File: src/rtl/fm_buffer_reader_pkg.sv
// Shared types and defaults for the feature-map buffer read sequencer.
// Holds FSM encodings, the beat bundle carried down the latency pipe, and width defaults.
package fm_buffer_reader_pkg;

  localparam int unsigned FM_ADDR_BITWIDTH = 8;
  localparam int unsigned NUM_KERNELS_DEF  = 2;
  localparam int unsigned SEL_W_DEF =
    (NUM_KERNELS_DEF > 1) ? $clog2(NUM_KERNELS_DEF) : 1;

  typedef enum logic [1:0] {
    S_IDLE  = 2'd0,
    S_ISSUE = 2'd1,
    S_DRAIN = 2'd2,
    S_DONE  = 2'd3
  } state_e;

  typedef struct packed {
    logic valid;
    logic first;
    logic last;
  } beat_t;

endpackage

File: src/rtl/fm_buffer_reader_read_valid_pipe.sv
// Delay line matching RAM + read-mux latency for the {valid, first, last} beat tag.
// Ports: clock, reset (sync, active-high), beat_i (issued tag), beat_o (tag aligned to data).
module fm_buffer_reader_read_valid_pipe
  import fm_buffer_reader_pkg::*;
#(
  parameter int unsigned DEPTH = 2
) (
  input  logic  clock,
  input  logic  reset,
  input  beat_t beat_i,
  output beat_t beat_o
);

  beat_t pipe_q [DEPTH];

  always_ff @(posedge clock) begin
    if (reset) begin
      for (int i = 0; i < DEPTH; i++) pipe_q[i] <= '0;
    end else begin
      pipe_q[0] <= beat_i;
      for (int i = 1; i < DEPTH; i++) pipe_q[i] <= pipe_q[i-1];
    end
  end

  assign beat_o = pipe_q[DEPTH-1];

endmodule

File: src/rtl/fm_buffer_reader.sv
// Read-side sequencer: sweeps every address x kernel once the buffer is full.
// Ports: clock, reset, start in; rd_addr, ram_select, rd_valid/first/last, busy, done out.
module fm_buffer_reader
  import fm_buffer_reader_pkg::*;
#(
  parameter int unsigned FM_DEPTH    = 256,
  parameter int unsigned ADDR_W      = FM_ADDR_BITWIDTH,
  parameter int unsigned NUM_KERNELS = NUM_KERNELS_DEF,
  parameter int unsigned SEL_W       = SEL_W_DEF,
  parameter int unsigned RD_LATENCY  = 2
) (
  input  logic              clock,
  input  logic              reset,
  input  logic              start,
  output logic [ADDR_W-1:0] rd_addr,
  output logic [SEL_W-1:0]  ram_select,
  output logic              rd_valid,
  output logic              rd_first,
  output logic              rd_last,
  output logic              busy,
  output logic              done
);

  state_e state_q, state_d;
  logic [ADDR_W-1:0] addr_q, addr_d;
  logic [SEL_W-1:0]  sel_q, sel_d;
  beat_t issue, beat_out;
  logic  last_sel, last_pair;

  assign last_sel  = (sel_q == SEL_W'(NUM_KERNELS - 1));
  assign last_pair = last_sel && (addr_q == ADDR_W'(FM_DEPTH - 1));

  always_ff @(posedge clock) begin
    if (reset) begin
      state_q <= S_IDLE;
      addr_q  <= '0;
      sel_q   <= '0;
    end else begin
      state_q <= state_d;
      addr_q  <= addr_d;
      sel_q   <= sel_d;
    end
  end

  // Counters fall back to zero whenever the next cycle is not an issue cycle.
  always_comb begin
    state_d = state_q;
    addr_d  = '0;
    sel_d   = '0;
    issue   = '0;
    unique case (state_q)
      S_IDLE: begin
        if (start) state_d = S_ISSUE;
      end
      S_ISSUE: begin
        issue.valid = 1'b1;
        issue.first = (addr_q == '0) && (sel_q == '0);
        issue.last  = last_pair;
        if (last_pair) begin
          state_d = S_DRAIN;
        end else if (last_sel) begin
          addr_d = addr_q + ADDR_W'(1);
        end else begin
          addr_d = addr_q;
          sel_d  = sel_q + SEL_W'(1);
        end
      end
      S_DRAIN: begin
        if (beat_out.last) state_d = S_DONE;
      end
      S_DONE: begin
        state_d = S_IDLE;
      end
      default: begin
        state_d = S_IDLE;
      end
    endcase
  end

  fm_buffer_reader_read_valid_pipe #(
    .DEPTH (RD_LATENCY)
  ) u_pipe (
    .clock  (clock),
    .reset  (reset),
    .beat_i (issue),
    .beat_o (beat_out)
  );

  assign rd_addr    = addr_q;
  assign ram_select = sel_q;
  assign rd_valid   = beat_out.valid;
  assign rd_first   = beat_out.first;
  assign rd_last    = beat_out.last;
  assign busy       = (state_q != S_IDLE);
  assign done       = (state_q == S_DONE);

endmodule
File: config.mk
export PLATFORM = sky130hd
export DESIGN_NAME = fm_buffer_reader
export DESIGN_NICKNAME = d
export VERILOG_FILES = /design/src/rtl/fm_buffer_reader_pkg.sv /design/src/rtl/fm_buffer_reader_read_valid_pipe.sv /design/src/rtl/fm_buffer_reader.sv
export SDC_FILE = /design/constraint.sdc
export NUM_CORES = 1
export LEC_CHECK = 0
export BUFFER_PORTS_ARGS = -buffer_cell sky130_fd_sc_hd__buf_2
export CORE_UTILIZATION = 55
export CTS_CLUSTER_SIZE = 14
export DETAILED_ROUTE_END_ITERATION = 12
export MAX_ROUTING_LAYER = met4
export PLACE_DENSITY = 0.91
export SYNTH_ARGS = -nofsm -noshare
export SYNTH_HDL_FRONTEND = slang
export SYNTH_HIERARCHICAL = 1
export SYNTH_SLANG_ARGS = --single-unit
File: constraint.sdc
create_clock -name clock -period 3.79 [get_ports clock]
set_clock_uncertainty 0.2 [all_clocks]
set_input_delay 0.379 -clock clock [delete_from_list [all_inputs] [get_ports clock]]
set_output_delay 0.379 -clock clock [all_outputs]
set_load 0.005 [all_outputs]
==> results of run 1 <==
==> cells by family after synthesis <==
kind of cell               synth area share (%)
AOI/OAI and AO/OA                          6.23
xor gates and xnor gates                   7.83
adders and majority gates                  9.58
buffers and inverters                      9.11
DFF                                        43.5
muxes                                      1.28
and+or+nand+nor                            22.5
==> report_power, final <==
group | switching (mW) | total (mW) | internal, mW
combinational | 0.0624 | 0.121 | 0.0591
clock | 0.0570 | 0.0962 | 0.0392
sequential | 0.0160 | 0.214 | 0.198
total | 0.135 | 0.432 | 0.296
==> layout make-up <==
type	instances	area share, %
multi-input combinational	50	43.0
sequential	17	39.4
timing repair buffer	16	9.26
inverter	7	3.04
clock buffer	3	2.60
tap	15	2.17
clock inverter	1	0.579
==> how the worst min path moves through the flow <==
stage                                   start                   to  slack (ns)  cells past startpoint
final                                   reset  u_pipe/pipe_q[0][5]        0.17                      2
after global routing                    reset  u_pipe/pipe_q[0][4]        0.17                      2
after CTS                               reset  u_pipe/pipe_q[0][5]        0.16                      2
after floorplan           u_pipe/pipe_q[0][0]  u_pipe/pipe_q[0][3]        0.21                      1
after global placement    u_pipe/pipe_q[0][1]  u_pipe/pipe_q[0][4]        0.22                      1
after detailed placement  u_pipe/pipe_q[0][2]  u_pipe/pipe_q[0][5]        0.23                      1
==> critical path, cell delays in order, from the launching register on <==
cell,delay (ns)
dfxtp_1,0.36
inv_1,0.07
ha_1,0.13
or4b_2,0.58
nor4_1,0.29
nor2b_1,0.20
==> cells in the final DEF, fill, tap and decap left out <==
| cell | count |
|---|---|
| dfxtp_1 | 17 |
| buf_2 | 16 |
| nor2_1 | 9 |
| inv_1 | 7 |
| ha_1 | 6 |
| nor2b_1 | 6 |
| xor2_1 | 4 |
| xnor2_1 | 3 |
| clkbuf_4 | 3 |
| nand4_1 | 2 |
| a21oi_1 | 2 |
| nor3_1 | 2 |
| nand2_1 | 2 |
| nand3_1 | 2 |
| or4b_2 | 1 |
| or3_1 | 1 |
| nor4_1 | 1 |
| and4_4 | 1 |
| and2_2 | 1 |
| a2bb2oi_1 | 1 |
| a41o_4 | 1 |
| nor3b_1 | 1 |
| or2_1 | 1 |
| and4_2 | 1 |
| a21o_2 | 1 |
| mux2i_1 | 1 |
| clkinv_2 | 1 |
==> sequential cells by signal, indices dropped and copies added, names as in the netlist <==
register and count:
state_q 2, ram_select 1, u_pipe/pipe_q 6, rd_addr 8
==> stage by stage <==
| step | std cells | cell area, um2 | hold slack [ns] | total power, mW |
|---|---|---|---|---|
| 6_report | 109 | 865 | 0.169 | 0.432 |
| 5_1_grt | 109 | 865 | 0.172 | 0.467 |
| 4_1_cts | 109 | 865 | 0.164 | 0.434 |
| 3_5_place_dp | 105 | 837 | 0.228 | 0.337 |
| 3_3_place_gp | 105 | 837 | 0.218 | 0.333 |
| 2_1_floorplan | 79 | 783 | 0.214 | 0.319 |
==> layer usage <==
layer  GRT usage, %  vias to the layer above
met2           28.7                       15
met1           26.7                      242
li1               -                      289
met5              -                        -
met4           10.3                        0
met3           6.82                        2
==> summary.txt, run 1 <==
PLACE
--------------------------------------------------------------------------------------
Number of port buffers                                                              16
Final Wtd Congestion                                                             0.796
Setup WS pre-CTS                                                               2.02 ns
DP HPWL                                                                         914 um

FLOORPLANNING
--------------------------------------------------------------------------------------
Core area                                                                     1320 um2
Top-Level Pins                                                                      17
Site Rows                                                                           13
Overall die height                                                             39.7 um
Die width                                                                      39.7 um
Starting Density                                                                 59.4%
Total Die Area                                                                1580 um2

DETAILED ROUTING
--------------------------------------------------------------------------------------
Routed Wire Length                                                             1300 um
Initial DRC count                                                                   13
Sum of met3 wire segment lengths after detailed routing                          45 um
Number of iterations in the first detailed-routing pass                              4
Wirelength per Cell                                                            11.9 um
Antenna Nets Post-Route                                                              0
Post-DR vias/cell                                                                 5.03
Uppermost layer routed                                                            met4
Routed metal-1 wire length                                                      643 um
Post-route DRC                                                                       0
Detailed-route via count                                                           548
Met2 routed wirelength                                                          597 um

TIMING
--------------------------------------------------------------------------------------
Final slew viol count                                                                0
Unrepaired setup endpoints after global routing                                  false
Final min period                                                               1.88 ns
Post-route setup TNS                                                              0 ns
Achievable frequency                                                           532 MHz
Actual slew at the worst max-slew pin                                         0.294 ns
Worst max-slew margin expressed relative to the limit                            80.4%
Final setup viols                                                                    0
Final hold violation count                                                           0
Final worst setup slack                                                        1.91 ns
Final worst-path cycle share                                                     49.6%

GRT
--------------------------------------------------------------------------------------
Congestion Overflow GR                                                               0
Maximum number of pins on one net before global-route repair                        11
Number of antenna violations at the first check in global routing                    0
First-pass GRT wire length                                                     2060 um
Global-route total usage across every layer                                      20.8%
Via count of the first global-routing pass                                         444

CRITICAL PATH
--------------------------------------------------------------------------------------
Top fanout value on the critical path                                                5
Worst Setup End Kind                                                          register
Data arrival time of the critical path                                         1.91 ns
Reg-to-Reg Start                                                            rd_addr[0]
Critical path type                                                          reg -> reg
Reg2Reg Capture Point                                                     u_pipe/pipe_q[0][1]
Crit path launch                                                            rd_addr[0]
Worst endpoint required time                                                   3.81 ns
Reg2reg path depth                                                                   5
Worst R2R Setup Slack                                                          1.91 ns
Worst setup path end                                                      u_pipe/pipe_q[0][1]
Type of element launching the critical path                                   register

FINAL LAYOUT
--------------------------------------------------------------------------------------
Area of combinational cells with multiple inputs                               372 um2
Area used by sequential logic in the layout                                    340 um2
Proportion of layout cells with a drive suffix above 1                           27.7%
Utilization after layout                                                         65.6%
FILL cells                                                                         108
Layout overhead on the synthesized area                                          10.4%
Number of nets in the finished design                                              104
Count of inserted antenna diode cells                                                0

CLOCK NETWORK
--------------------------------------------------------------------------------------
CTS sink cnt                                                                        17
TritonCTS clock tree                                                               yes
CTS clock-pin slew for the worst setup and hold paths                          0.10 ns
H-tree levels                                                                        1
TritonCTS Buffers                                                                    3
Resize count post-CTS                                                                0
Clock buffer depth                                                                   2
Later-pin clock latency in the skew report                                     0.29 ns
Setup fix buffers added after clock tree synthesis                                   0
Hold-fix buffers, CTS                                                                0
CTS Root Buffer Type                                                          clkbuf_4

YOSYS
--------------------------------------------------------------------------------------
Number of distinct standard cells referenced by the synthesized netlist             26
Post-Synthesis Net Count                                                            88
Top post-synthesis cells by area                                          dfxtp_1, ha_1, nor2b_1, xor2_1, nor2_1
Top cell types by occurrence after synthesis                              dfxtp_1, nor2_1, inv_1, ha_1, nor2b_1
Top flip-flop cell by instance count after synthesis                           dfxtp_1
Post-synthesis instance area                                                   783 um2
Cells after Synth                                                                   79
Fraction of registers with async set or reset after synthesis                       0%
Seq cells post-synth                                                                17
Mapped Avg Cell Area                                                          9.91 um2
Count leader, synth                                                            dfxtp_1
Number of enable-type register cells in the synthesized netlist                      0
Share of the synthesized area in the top cell type                               43.5%
Yosys synthesis warning count                                                        6
Cell type contributing the most total cell area after synthesis                dfxtp_1
Sequential-to-total area share from yosys stat                                   43.5%

FLOW RUN
--------------------------------------------------------------------------------------
Maxcap violations                                                                    0

POWER AND IR DROP
--------------------------------------------------------------------------------------
VDD IR max                                                                    0.257 mV
Total leakage power                                                           0.386 nW
Power Dens Cells                                                            500 nW/um2

WORST HOLD PATH
--------------------------------------------------------------------------------------
Min-Delay Path Class                                                         in -> reg

STATUS
--------------------------------------------------------------------------------------
Status                                                                    complete, no violations

Power figures use the tool's default switching activity.
==> run 2: changes to the inputs <==
--- a/config.mk
+++ b/config.mk
@@ -6,11 +6,11 @@
 export NUM_CORES = 1
 export LEC_CHECK = 0
 export BUFFER_PORTS_ARGS = -buffer_cell sky130_fd_sc_hd__buf_2
-export CORE_UTILIZATION = 55
+export CORE_UTILIZATION = 51
 export CTS_CLUSTER_SIZE = 14
 export DETAILED_ROUTE_END_ITERATION = 12
 export MAX_ROUTING_LAYER = met4
-export PLACE_DENSITY = 0.91
+export PLACE_DENSITY = 0.86
 export SYNTH_ARGS = -nofsm -noshare
 export SYNTH_HDL_FRONTEND = slang
 export SYNTH_HIERARCHICAL = 1
==> constraint.sdc (replaced) <==
create_clock -name clock -period 1.8 [get_ports clock]
set_clock_uncertainty 0.2 [all_clocks]
set_input_delay 0.18 -clock clock [delete_from_list [all_inputs] [get_ports clock]]
set_output_delay 0.18 -clock clock [all_outputs]
set_load 0.005 [all_outputs]
==> summary.txt, run 2 (synthesis results as in run 1) <==
FLOORPLANNING
--------------------------------------------------------------------------------
Starting Density                                                           57.3%
Top-Level Pins                                                                17
Total Die Area                                                          1700 um2
Core area                                                               1370 um2
Overall die height                                                       41.2 um
Die width                                                                41.2 um
Site Rows                                                                     13

DETAILED ROUTING
--------------------------------------------------------------------------------
Post-route DRC                                                                 0
Wirelength per Cell                                                      11.4 um
Number of iterations in the first detailed-routing pass                        4
Routed Wire Length                                                       1290 um
Routed metal-1 wire length                                                639 um
Uppermost layer routed                                                      met4
Detailed-route via count                                                     585
Met2 routed wirelength                                                    592 um
Antenna Nets Post-Route                                                        0
Post-DR vias/cell                                                           5.18
Sum of met3 wire segment lengths after detailed routing                    45 um
Initial DRC count                                                             10

GRT
--------------------------------------------------------------------------------
Via count of the first global-routing pass                                   479
Number of antenna violations at the first check in global routing              0
First-pass GRT wire length                                               1930 um
Maximum number of pins on one net before global-route repair                  11
Global-route total usage across every layer                                18.2%
Congestion Overflow GR                                                         0

TIMING
--------------------------------------------------------------------------------
Final slew viol count                                                          0
Post-route setup TNS                                                        0 ns
Final setup viols                                                              0
Final worst-path cycle share                                               93.8%
Worst max-slew margin expressed relative to the limit                      81.6%
Actual slew at the worst max-slew pin                                   0.275 ns
Final hold violation count                                                     0
Final min period                                                         1.69 ns
Achievable frequency                                                     592 MHz
Unrepaired setup endpoints after global routing                            false

FINAL LAYOUT
--------------------------------------------------------------------------------
Commonest non-fill, non-tap cell in the layout                             buf_2
Count of inserted antenna diode cells                                          0
Non-filler instance count after layout                                       113
Commonest cells after routing, fill and taps aside                  buf_2, dfxtp_1, nor2_1
Max reg flops                                                                  8
Number of nets in the finished design                                        108
Proportion of layout cells with a drive suffix above 1                     32.7%
Layout overhead on the synthesized area                                    15.8%
FILL cells                                                                   114
Post-route design area                                                   907 um2

CLOCK NETWORK
--------------------------------------------------------------------------------
CTS Root Buffer Type                                                    clkbuf_4
Later-pin clock latency in the skew report                               0.29 ns
CTS clock-pin slew for the worst setup and hold paths                    0.08 ns
TritonCTS Buffers                                                              3
TritonCTS clock tree                                                         yes
CTS sink cnt                                                                  17
H-tree levels                                                                  1
Setup fix buffers added after clock tree synthesis                             0
Clock buffer depth                                                             2

PLACE
--------------------------------------------------------------------------------
DP HPWL                                                                   952 um
Inst Count DP                                                                108
Final Wtd Congestion                                                       0.752
Placed instance area                                                     860 um2
Number of port buffers                                                        16

CRITICAL PATH
--------------------------------------------------------------------------------
Slowest stage cell on the critical path                                   or4b_2
Data arrival time of the critical path                                   1.71 ns
Top fanout value on the critical path                                          5
Worst endpoint required time                                             1.83 ns
Critical path type                                                    reg -> reg
Number of buffers and inverters on the critical path                           1
Cell family with the largest share of critical-path delay           simple AND/OR/NAND/NOR gates
Worst path max stage delay                                               0.60 ns
Critical path, cell by cell                                         inv_1 > ha_1 > or4b_2 > nor4_2 > nor2b_1
Type of element launching the critical path                             register
Worst Setup End Kind                                                    register

POWER AND IR DROP
--------------------------------------------------------------------------------
VDD IR max                                                              0.581 mV
Power Dens Cells                                                     1010 nW/um2
Total leakage power                                                     0.408 nW

WORST HOLD PATH
--------------------------------------------------------------------------------
Min-Delay Path Class                                                   in -> reg

STATUS
--------------------------------------------------------------------------------
Status                                                              complete, no violations

FLOW RUN
--------------------------------------------------------------------------------
Maxcap violations                                                              0

[run 2: changes by cell type in the layout (fill, tap and decap cells not counted), sizes merged]
cell / delta
clkinv: -1
buf: +3
clkbuf: +1
dlygate4sd3: +1
[run 2: path summary, 6_finish.rpt]
path / endpoint / slack (ns) / from / cells past startpoint
max: u_pipe/pipe_q[0][1] / 0.11 / rd_addr[0] / 5
min: state_q[1] / 0.14 / start / 4
max reg2reg: u_pipe/pipe_q[0][1] / 0.11 / rd_addr[0] / 5
min reg2reg: u_pipe/pipe_q[0][5] / 0.24 / u_pipe/pipe_q[0][2] / 1
[run 2: cell type report]
class	instances	area, um2	share of cell area, %
sequential	17	343	37.8
multi-input combinational	50	380	41.9
timing repair buffer	20	113	12.4
tap	15	18.8	2.07
clock buffer	4	26.3	2.90
inverter	7	26.3	2.90
[run 2: metrics by stage]
step	utilization (%)	hold slack, ns	power [mW]	setup slack [ns]
after floorplan	-	0.0491	0.671	0.110
after global placement	62.9	0.219	0.711	0.0503
after detailed placement	62.9	0.228	0.716	0.0319
after CTS	65.6	0.133	0.912	0.00503
after global routing	66.4	0.144	0.986	0.00934
final	66.4	0.137	0.920	0.112
[run 2: power by group]
group          switching (mW)  total, mW  internal, mW
registers              0.0250      0.443         0.418
clock network           0.111      0.197        0.0861
logic                   0.139      0.280         0.141
[run 2: layer usage]
| metal | vias to the layer above | global-route usage (%) |
|---|---|---|
| met5 | - | - |
| met4 | 0 | 9.68 |
| met3 | 2 | 3.26 |
| met2 | 14 | 28.5 |
| met1 | 275 | 22.0 |
| li1 | 294 | - |
[run 2: worst min-delay path, cell delays in order]
cell and delay, ns:
buf_2 0.10, a2bb2oi_1 0.16, nand3_1 0.09, a21oi_1 0.05
[run 2: repair_timing]
action	4_1_cts	5_1_grt
resized for setup	0	4
setup endpoints to repair	0	9
hold buffers	1	0
hold endpoints to repair	9	0
